$ cat src/rtl/pico_exec_core_p.sv
`default_nettype none
// =============================================================================
// pico_exec_core_p - 16-bit-instruction execution core, iterative shifter
// Revision: 1.0
// =============================================================================
module pico_exec_core_p #(
  parameter int XLEN    = 8,
  parameter int NREGS   = 8,
  parameter int PC_W    = 8,
  parameter int HOLDOFF = 3
) (
  input  logic            clk,
  input  logic            rst_n,
  input  logic            instr_valid_i,
  output logic            instr_ready_o,
  input  logic [15:0]     instr_i,
  output logic            res_valid_o,
  output logic [2:0]      res_rd_o,
  output logic [XLEN-1:0] res_data_o,
  output logic [PC_W-1:0] pc_o,
  output logic            branch_taken_o,
  output logic            busy_o,
  input  logic [2:0]      dbg_sel_i,
  output logic [XLEN-1:0] dbg_data_o
);

  localparam int SW = $clog2(XLEN);
  localparam int HW = (HOLDOFF > 0) ? $clog2(HOLDOFF + 1) : 1;

  generate
    if (NREGS != 8 || !(XLEN == 8 || XLEN == 16 || XLEN == 32) || PC_W < 6) begin : g_bad_params
      $error("pico_exec_core_p: unsupported parameter set");
    end
  endgenerate

  typedef enum logic [2:0] {
    IDLE   = 3'd0,
    DECODE = 3'd1,
    EXEC   = 3'd2,
    SHIFT  = 3'd3,
    RETIRE = 3'd4
  } state_t;

  state_t            state_q, state_d;
  logic [15:0]       instr_q, instr_d;
  logic [XLEN-1:0]   a_q, a_d, b_q, b_d, alu_q, alu_d;
  logic [SW-1:0]     sh_q, sh_d;
  logic [HW-1:0]     hold_q, hold_d;
  logic              busy_q, busy_d;
  logic [PC_W-1:0]   pc_q, pc_d;
  logic              res_valid_q, res_valid_d;
  logic [2:0]        res_rd_q, res_rd_d;
  logic [XLEN-1:0]   res_data_q, res_data_d;
  logic              taken_q, taken_d;
  logic [XLEN-1:0]   rf_q [NREGS];
  logic              we;
  logic              cond;

  logic [1:0]        op;
  logic [2:0]        rd, rs1, rs2, f3;
  logic [4:0]        imm5;
  logic [XLEN-1:0]   imm_x;
  logic [PC_W-1:0]   off;

  assign op    = instr_q[1:0];
  assign rd    = instr_q[4:2];
  assign rs1   = instr_q[7:5];
  assign rs2   = instr_q[10:8];
  assign imm5  = instr_q[12:8];
  assign f3    = instr_q[15:13];
  assign imm_x = {{(XLEN-5){1'b0}}, imm5};
  assign off   = {{(PC_W-5){imm5[4]}}, imm5};

  always_comb begin
    cond = 1'b0;
    case (f3[1:0])
      2'b00:   cond = (a_q == b_q);
      2'b01:   cond = (a_q != b_q);
      2'b10:   cond = (a_q <  b_q);
      default: cond = (a_q >= b_q);
    endcase
  end

  always_comb begin
    state_d       = state_q;
    instr_d       = instr_q;
    a_d           = a_q;
    b_d           = b_q;
    alu_d         = alu_q;
    sh_d          = sh_q;
    hold_d        = (hold_q != '0) ? hold_q - HW'(1) : hold_q;
    busy_d        = busy_q;
    pc_d          = pc_q;
    res_valid_d   = 1'b0;
    res_rd_d      = res_rd_q;
    res_data_d    = res_data_q;
    taken_d       = taken_q;
    we            = 1'b0;
    instr_ready_o = 1'b0;

    case (state_q)
      IDLE: begin
        instr_ready_o = (hold_q == '0) && rst_n;
        if (instr_valid_i && instr_ready_o) begin
          instr_d = instr_i;
          busy_d  = 1'b1;
          state_d = DECODE;
        end
      end
      DECODE: begin
        a_d     = rf_q[rs1];
        b_d     = rf_q[rs2];
        state_d = EXEC;
      end
      EXEC: begin
        state_d = RETIRE;
        case (op)
          2'b00: begin
            case (f3)
              3'b000:  alu_d = a_q + b_q;
              3'b001:  alu_d = a_q - b_q;
              3'b010:  alu_d = a_q & b_q;
              3'b011:  alu_d = a_q | b_q;
              3'b100:  alu_d = a_q ^ b_q;
              3'b101, 3'b110: begin
                alu_d   = a_q;
                sh_d    = b_q[SW-1:0];
                state_d = SHIFT;
              end
              default: alu_d = XLEN'(a_q < b_q);
            endcase
          end
          2'b01: begin
            case (f3)
              3'b000:  alu_d = a_q + imm_x;
              3'b010:  alu_d = XLEN'(a_q < imm_x);
              3'b011:  alu_d = a_q & imm_x;
              3'b100:  alu_d = a_q | imm_x;
              default: alu_d = imm_x;
            endcase
          end
          2'b10:   alu_d = rf_q[rd];
          default: alu_d = '0;
        endcase
      end
      SHIFT: begin
        // A zero count still spends one cycle here, so latency is max(shamt,1).
        if (sh_q != '0) begin
          alu_d = (f3 == 3'b101) ? (alu_q << 1) : (alu_q >> 1);
          sh_d  = sh_q - SW'(1);
        end
        if (sh_q <= SW'(1)) state_d = RETIRE;
      end
      RETIRE: begin
        res_valid_d = 1'b1;
        res_rd_d    = rd;
        busy_d      = 1'b0;
        state_d     = IDLE;
        if (op == 2'b11) begin
          taken_d    = cond;
          pc_d       = cond ? pc_q + off : pc_q + PC_W'(1);
          res_data_d = '0;
        end else begin
          pc_d = pc_q + PC_W'(1);
          if (op == 2'b10) begin
            res_data_d = alu_q;
          end else begin
            we         = (rd != 3'd0);
            res_data_d = we ? alu_q : '0;
          end
        end
      end
      default: state_d = IDLE;
    endcase
  end

  always_ff @(posedge clk or negedge rst_n) begin
    if (!rst_n) begin
      state_q     <= IDLE;
      instr_q     <= '0;
      a_q         <= '0;
      b_q         <= '0;
      alu_q       <= '0;
      sh_q        <= '0;
      hold_q      <= HW'(HOLDOFF);
      busy_q      <= 1'b0;
      pc_q        <= '0;
      res_valid_q <= 1'b0;
      res_rd_q    <= '0;
      res_data_q  <= '0;
      taken_q     <= 1'b0;
      for (int i = 0; i < NREGS; i++) rf_q[i] <= '0;
    end else begin
      state_q     <= state_d;
      instr_q     <= instr_d;
      a_q         <= a_d;
      b_q         <= b_d;
      alu_q       <= alu_d;
      sh_q        <= sh_d;
      hold_q      <= hold_d;
      busy_q      <= busy_d;
      pc_q        <= pc_d;
      res_valid_q <= res_valid_d;
      res_rd_q    <= res_rd_d;
      res_data_q  <= res_data_d;
      taken_q     <= taken_d;
      if (we) rf_q[rd] <= alu_q;
    end
  end

  assign res_valid_o    = res_valid_q;
  assign res_rd_o       = res_rd_q;
  assign res_data_o     = res_data_q;
  assign pc_o           = pc_q;
  assign branch_taken_o = taken_q;
  assign busy_o         = busy_q;
  assign dbg_data_o     = (dbg_sel_i == 3'd0) ? '0 : rf_q[dbg_sel_i];

endmodule
`default_nettype wire

$ cat config.mk
export PLATFORM = sky130hd
export DESIGN_NAME = pico_exec_core_p
export DESIGN_NICKNAME = d
export VERILOG_FILES = /design/src/rtl/pico_exec_core_p.sv
export SDC_FILE = /design/constraint.sdc
export NUM_CORES = 1
export LEC_CHECK = 0
export ABC_AREA = 1
export CELL_PAD_IN_SITES_DETAIL_PLACEMENT = 1
export CELL_PAD_IN_SITES_GLOBAL_PLACEMENT = 1
export CORE_MARGIN = 2
export CORE_UTILIZATION = 35
export CTS_CLUSTER_SIZE = 25
export DETAILED_ROUTE_END_ITERATION = 16
export PLACE_DENSITY = 0.67
export SYNTH_ARGS = -nofsm -noshare
export SYNTH_HDL_FRONTEND = slang
export SYNTH_SLANG_ARGS = --single-unit
$ cat constraint.sdc
create_clock -name clk -period 2.61 [get_ports clk]
set_input_delay 0.261 -clock clk [delete_from_list [all_inputs] [get_ports clk]]
set_output_delay 0.261 -clock clk [all_outputs]
set_load 0.01 [all_outputs]
==> flow_summary.rst, run 1 <==
.. list-table::
   :header-rows: 1

   * - Metric
     - Value
   * - Result of the run
     - complete, no violations
   * - CP Launch Point
     - dbg_sel_i[0]
   * - Setup repair after global routing missed its margin
     - false
   * - Antenna violations before repair
     - 0
   * - Fraction of the yosys area taken by sequential cells
     - 34.6%
   * - Top cell types by occurrence after synthesis
     - 297 x nand2_1, 215 x o21ai_0, 132 x dfrtp_1
   * - Largest area contributor in the netlist
     - dfrtp_1
   * - Area contributors post-synth
     - dfrtp_1 34%, nand2_1 11%, o21ai_0 11%
   * - Worst slack at placement
     - 0.118 ns
   * - Clock insertion delay at the later pin of the skew report
     - 0.44 ns
   * - Hold violation total from the final report
     - 0
   * - Kind of start point of the critical path
     - input pin
   * - Starting density of the core
     - 35.8%
   * - Slowest stage cell, crit path
     - clkdlybuf4s50_1
   * - Static power due to leakage
     - 5.22 nW
   * - Standard cell core area
     - 0.0271 mm²
   * - Worst Clk Skew
     - 0.0208 ns
   * - Cell Pwr Density
     - 1340 mW/mm²
   * - Total Nets Final
     - 1507
   * - Sum of net half-perimeters after detailed placement
     - 27.3 mm
   * - Fin area
     - 0.0114 mm²
   * - Number of distinct standard cells referenced by the synthesized netlist
     - 44
   * - Highest Clock Rate
     - 403 MHz
   * - Total of endpoints with negative setup slack in the final report
     - 0
   * - Pins over their slew limit
     - 0
   * - Critical path class
     - input pin to output pin
   * - Register-to-register setup slack
     - 0.26 ns
   * - Horiz. Die Dim
     - 170 µm
   * - Number of input and output port buffers inserted
     - 52
   * - Pin count of the biggest net entering global routing
     - 113
   * - Total number of vias
     - 9893
   * - Via count of the first global-routing pass
     - 10132
   * - Post-Route WL
     - 37.3 mm
   * - Number of buffers added by the clock tree synthesis step
     - 17
   * - Worst vdd rail ir drop
     - 0.545 mV
   * - Routability cong.
     - 0.918
   * - Post-route fraction of the period consumed by the critical path
     - 95.1%
   * - Share of layout cells above drive strength 1
     - 9.10%
   * - Clock sink count
     - 134
   * - Met1 track utilization from global routing
     - 36.8%
   * - Logic gate share of total power
     - 57.6%
   * - Most used DFF post-synth
     - dfrtp_1
   * - Kind of end point of the critical path
     - output pin
   * - Post-synth net total
     - 1460
   * - Wire length of the first global-routing pass
     - 59.3 mm
   * - Clock tree from TritonCTS
     - done
   * - Reg2reg path depth
     - 9
   * - Ys async rst share
     - 100%
   * - Delay contributed by the slowest stage of the critical path
     - 0.57 ns
   * - Antenna violation net count after detailed routing
     - 0
   * - Data arrival at the endpoint of the critical path
     - 2.22 ns
   * - Number of design rule violations left after detail routing
     - 0
   * - Cell row count
     - 60
   * - Register share of total power
     - 25.1%
   * - Worst Max-Slew Pin Slew
     - 0.794 ns
   * - Met2 Use GR
     - 43.1%
   * - P_sw
     - 0.00800 W
   * - DR iter-0 viols
     - 767
   * - Cells along the critical path
     - clkdlybuf4s50_1 -> inv_1 -> buf_12 -> a21oi_1 -> o21ai_0 -> nand3_1 -> nand2_1 -> a31oi_1 -> clkdlybuf4s50_1
   * - Root buf cell
     - clkbuf_16
   * - Max-cap violation count
     - 0
   * - Total internal power
     - 0.00736 W
   * - Die span in y
     - 170 µm
   * - Clock period minus final worst setup slack
     - 2.48 ns
   * - Most congested layer reported by global routing
     - met2
   * - Instance count of the mapped netlist
     - 1380
   * - Sw Share
     - 52.1%
   * - Post-CTS clock slew at the launch and capture registers of the worst setup and hold paths
     - 0.07 ns
   * - Area enclosed by the die boundary
     - 0.0291 mm²
   * - Synthesis Warnings
     - 0
   * - Routed wire length per instance
     - 20.6 µm
   * - Post-synth EDFFs
     - 0
   * - Critical path peak fanout
     - 20
   * - Vias per cell
     - 5.46
   * - Buffer depth of the longest clock path
     - 2
   * - Path class of the lowest-slack min-delay path
     - input pin to async pin
   * - GR Layer Usage met3
     - 3.47%
   * - Area of placed instances
     - 0.0108 mm²
   * - Yosys top cell area share
     - 34.1%
   * - CP dominant cell by count
     - clkdlybuf4s50_1
   * - Antenna cell count
     - 0
   * - Portion of total power attributed to the clock network
     - 17.3%
   * - Most common cell in the netlist
     - nand2_1
   * - Synth Cell Area
     - 0.00970 mm²
   * - Ports placed on the boundary
     - 53
   * - Setup_tns
     - 0 ns
   * - Minimum setup slack in the final design
     - 0.128 ns
   * - Number of levels in the clock H-tree
     - 4
   * - Number of register bits inferred by synthesis
     - 134
   * - R2R Path End
     - alu_q[2]
   * - Relative slew slack
     - 47.1%
   * - Number of optimization iterations in the first detailed-route pass
     - 5
   * - Layout overhead on the synthesized area
     - 17.8%
   * - All-Layer GR Usage
     - 26.8%
   * - Worst r2r src
     - instr_q[8]
   * - Post-Route Hold Slack
     - 0.248 ns
   * - Post-synthesis average cell area
     - 7.03 µm²
   * - Overall overflow remaining after global route
     - 0
   * - Critical Path Sink
     - dbg_data_o[6]
   * - CP required
     - 2.35 ns
-- kinds of logic (layout without fill, tap and decap cells) --
kind of cell    Yosys count  after routing  synth area share, %
mux                       1              1                0.116
simple gates            515            515                 22.8
compound gates          446            446                 24.6
flops                   134            134                 34.6
buf+inv                 212            272                 8.79
fa+ha+maj                58             58                 7.79
xor+xnor                 14             14                 1.26
-- power groups by stage --
stage | logic (W) | clock network [W] | registers [W]
final | 0.00885 | 0.00266 | 0.00386
after global routing | 0.00989 | 0.00279 | 0.00398
after CTS | 0.00882 | 0.00269 | 0.00384
after detailed placement | 0.00873 | 0 | 0.00387
after global placement | 0.00855 | 0 | 0.00385
after floorplan | 0.00568 | 0 | 0.00357
-- flip-flops by register name, summed over array words and instances, names as in the netlist --
name            cells
res_valid_o         1
pc_o                8
b_q                 8
alu_q               8
a_q                 8
state_q             3
res_data_o          8
sh_q                3
instr_q            16
res_rd_o            3
branch_taken_o      1
busy_o              1
hold_q              2
rf_q               64
-- worst min-delay path by stage --
stage	depth (start not counted)	start	endpoint
floorplan	0	rst_n	a_q[0]
global placement	1	rst_n	busy_o
detailed placement	1	rst_n	busy_o
CTS	2	rst_n	instr_q[1]
global route	2	rst_n	instr_q[7]
finish	2	rst_n	busy_o
-- cell type report --
class                   instances  area (µm²)
flip-flops and latches        134        3360
repair buffers                104         960
multi-input cells            1034        5500
fillers                      3429       15700
inverters                     136         510
clock buffers                  17         425
clock inverters                15         203
well taps                     372         465
-- routing by layer --
metal,vias up,routed length (µm)
li1,4738,-
met1,4822,16900
met2,267,17200
met3,66,1920
met4,0,1280
met5,-,0
-- stage by stage --
step | instances | utilization, % | power [W]
4_1_cts | 1812 | 42.1 | 0.0154
6_report | 1812 | 42.1 | 0.0154
2_1_floorplan | 1380 | - | 0.00925
3_3_place_gp | 1779 | 39.7 | 0.0124
5_1_grt | 1812 | 42.1 | 0.0167
3_5_place_dp | 1779 | 39.7 | 0.0126
-- worst max-delay path, delay by kind of cell --
family                 cells  cell delay (ns)
buffers and inverters      4             1.43
AO/OA/AOI/OAI              3             0.39
AND/OR/NAND/NOR            2             0.12
-- timing repair --
action	in CTS	in global routing
endpoints found under the hold margin	22	0
setup endpoints to repair	0	3
resized for setup	0	4
hold buffers	1	0
buffers inserted	0	0
-- layout by cell type, fill, tap and decap left out, types with 7 or more instances in the layout --
cell and count:
o21ai_0 215, nand2_1 297, nand2_2 7, nor2_1 70
dfrtp_1 132, inv_1 120, xnor2_1 8, inv_2 14
clkbuf_16 17, ha_1 54, nor2_2 10, nand3_1 99
o21ai_1 41, clkdlybuf4s50_1 48, o211ai_1 35, a31oi_1 12
a21oi_1 127, nand4_1 9, buf_4 48
Power figures use the tool's default switching activity.
==> inputs of run 2 (changes only) <==
PLACE_DENSITY = 0.7   (was 0.67)
clock period = 2 ns   (was 2.61 ns; I/O delays follow)
==> flow_summary.rst, run 2 (synthesis gave the netlist of run 1 again) <==
.. list-table::
   :header-rows: 1

   * - Metric
     - Value
   * - Result of the run
     - finished, violations left
   * - Failing checks
     - negative setup slack
   * - Total Nets Final
     - 1632 (+8.3%)
   * - Layout overhead on the synthesized area
     - 35.7%
   * - DR iter-0 viols
     - 763 (-0.52%)
   * - Wire length of the first global-routing pass
     - 64.0 mm (+8.0%)
   * - Critical path peak fanout
     - 3 (-85%)
   * - Static power due to leakage
     - 5.97 nW (+14%)
   * - Highest Clock Rate
     - 465 MHz
   * - Total number of vias
     - 10737 (+8.5%)
   * - Reg with most FFs
     - rf_q
   * - Die span in y
     - 170 µm (unchanged)
   * - Hold violation total from the final report
     - 0 (unchanged)
   * - Clock sink count
     - 134 (unchanged)
   * - Non-Filler Instances
     - 1937 (+6.9%)
   * - Register-to-register setup slack
     - -0.15 ns (-0.41 ns)
   * - Buffer depth of the longest clock path
     - 2 (unchanged)
   * - Pins over their slew limit
     - 0 (unchanged)
   * - Max-cap violation count
     - 0 (unchanged)
   * - Cell Pwr Density
     - 1840 mW/mm² (+37%)
   * - Clock tree from TritonCTS
     - done
   * - Overall overflow remaining after global route
     - 0 (unchanged)
   * - Antenna cell count
     - 0 (unchanged)
   * - Worst slack at placement
     - -0.332 ns (-0.449 ns)
   * - Pin count of the biggest net entering global routing
     - 121 (+7.1%)
   * - Routed wire length per instance
     - 21.1 µm (+2.4%)
   * - Antenna violation net count after detailed routing
     - 0 (unchanged)
   * - Most frequent cells in the layout
     - 255 x nand2_1, 210 x o21ai_0, 154 x buf_4, 127 x dfrtp_1, 114 x a21oi_1
   * - Final core occ
     - 48.6% (+6.4 points)
   * - Vias per cell
     - 5.54 (+1.5%)
   * - Share of layout cells above drive strength 1
     - 26.4% (+17 points)
   * - Largest register FFs
     - 64 (unchanged)
   * - Data arrival at the endpoint of the critical path
     - 2.48 ns (+0.26 ns)
   * - Sum of net half-perimeters after detailed placement
     - 29.0 mm (+6.2%)
   * - Combined area of the multi-input logic cells
     - 0.00620 mm² (+13%)
   * - Routability cong.
     - 0.945 (+2.9%)
   * - Cell row count
     - 60 (unchanged)
   * - Largest registers ranked by flip-flop count
     - rf_q x64, instr_q x16
   * - All-Layer GR Usage
     - 28.6% (+1.8 points)
   * - Kind of start point of the critical path
     - register
   * - Worst r2r src
     - b_q[0]
   * - Setup repair after global routing missed its margin
     - true
   * - Register Area
     - 0.00336 mm² (+0.19%)
   * - Cell count after placement
     - 1883 (+5.8%)
   * - Number of buffers added by the clock tree synthesis step
     - 17 (unchanged)
   * - Fillers
     - 3403 (-0.76%)
   * - CP required
     - 2.33 ns (-0.02 ns)
   * - Critical path class
     - register to register
   * - Reg2reg path depth
     - 11 (+2)
   * - Number of optimization iterations in the first detailed-route pass
     - 5 (unchanged)
   * - Clock insertion delay at the later pin of the skew report
     - 0.45 ns (about the same)
   * - Post-Route WL
     - 40.8 mm (+9.4%)
   * - Worst vdd rail ir drop
     - 0.626 mV (+15%)
   * - Total of endpoints with negative setup slack in the final report
     - 15 (+15)
   * - Kind of end point of the critical path
     - register
   * - Area enclosed by the die boundary
     - 0.0291 mm² (unchanged)
   * - Relative slew slack
     - 51.3% (+4.2 points)
   * - Standard cell core area
     - 0.0271 mm² (unchanged)
   * - Number of input and output port buffers inserted
     - 52 (unchanged)
   * - Starting density of the core
     - 35.8% (unchanged)
   * - Number of levels in the clock H-tree
     - 4 (unchanged)
   * - R2R Path End
     - alu_q[2]
   * - Total power
     - 0.0243 W (+58%)
   * - Via count of the first global-routing pass
     - 11208 (+11%)
   * - Cell type group with the largest total delay on the critical path
     - adder cells
   * - Cells along the critical path
     - ha_1 -> fa_2 -> buf_4 -> nor2_1 -> nor2_1 -> a22oi_2 -> nand3_2 -> nand2_2 -> nand3_2 -> nand2_1 -> a21oi_1
   * - Most frequent standard cell in the layout excluding fill and tap cells
     - nand2_1
   * - Delay contributed by the slowest stage of the critical path
     - 0.44 ns (-0.13 ns)
   * - Post-Route Hold Slack
     - 0.159 ns (-0.0883 ns)
   * - Worst Max-Slew Pin Slew
     - 0.731 ns (-0.0630 ns)
   * - Post-CTS clock slew at the launch and capture registers of the worst setup and hold paths
     - 0.08 ns (about the same)
   * - Path class of the lowest-slack min-delay path
     - input pin to async pin
   * - Antenna violations before repair
     - 0 (unchanged)
   * - Buf+Inv Stages, Crit Path
     - 1 (-3)
   * - Ports placed on the boundary
     - 53 (unchanged)
   * - Horiz. Die Dim
     - 170 µm (unchanged)
   * - Worst Clk Skew
     - 0.0210 ns (+0.000205 ns)
   * - Number of design rule violations left after detail routing
     - 0 (unchanged)
   * - Slowest stage cell, crit path
     - dfrtp_1
   * - Minimum setup slack in the final design
     - -0.149 ns (-0.278 ns)
   * - Post-route fraction of the period consumed by the critical path
     - 107%
   * - Root buf cell
     - clkbuf_16
   * - Clock period minus final worst setup slack
     - 2.15 ns
## run 2: how the worst max path moves through the flow
stage            startpoint       endpoint  slack (ns)  cells past startpoint
3_3_place_gp   dbg_sel_i[1]  dbg_data_o[5]       -0.31                      8
2_1_floorplan        a_q[1]        pc_o[6]       0.001                     10
3_5_place_dp   dbg_sel_i[0]  dbg_data_o[1]       -0.33                      9
4_1_cts              a_q[0]        pc_o[4]       -0.16                     15
5_1_grt              b_q[0]       alu_q[2]       -0.26                     11
6_report             b_q[0]       alu_q[2]       -0.15                     11
## run 2: metal layers
| metal | share of wire (%) | up-vias | global-route usage (%) |
|---|---|---|---|
| met1 | 44 | 5344 | 37.7 |
| met5 | 0 | - | 0 |
| li1 | - | 5000 | - |
| met3 | 4.6 | 87 | 3.67 |
| met2 | 48 | 306 | 47.5 |
| met4 | 3.6 | 0 | 11.8 |
## run 2: cell type report
class / count / share of cell area, %
tap: 372 / 3.54
inverter: 136 / 3.98
clock buffer: 17 / 3.23
clock inverter: 15 / 1.55
multi-input combinational: 1035 / 47.1
sequential: 134 / 25.5
timing repair buffer: 228 / 15.1
## run 2: report_power, final
group          total, W  internal [W]  switching, W
combinational    0.0159       0.00632       0.00955
clock           0.00349       0.00193       0.00156
sequential      0.00490       0.00375       0.00115
total            0.0243        0.0120        0.0123
## run 2: what timing repair did
| item | CTS | global route |
|---|---|---|
| hold buffers | 1 | 0 |
| gates resized for setup | 135 | 89 |
| buffers inserted | 9 | 12 |
| pin swaps | 41 | 57 |
| cloned | 1 | 0 |
| endpoints found under the setup margin | 31 | 33 |
| endpoints found under the hold margin | 14 | 0 |
## run 2: worst register-to-register path: stages (launching register included)
cell     delay [ns]
dfrtp_1        0.44
ha_1           0.24
fa_2           0.35
buf_4          0.15
nor2_1         0.10
nor2_1         0.06
a22oi_2        0.23
nand3_2        0.14
nand2_2        0.12
nand3_2        0.08
nand2_1        0.08
a21oi_1        0.07
## run 2: stage by stage
step	TNS (ns)	cell area [µm²]
final	-1.34	13200
after floorplan	0	9720
after CTS	-1.56	12800
after global placement	-5.09	11600
after detailed placement	-6.03	11600
after global routing	-2.92	13200
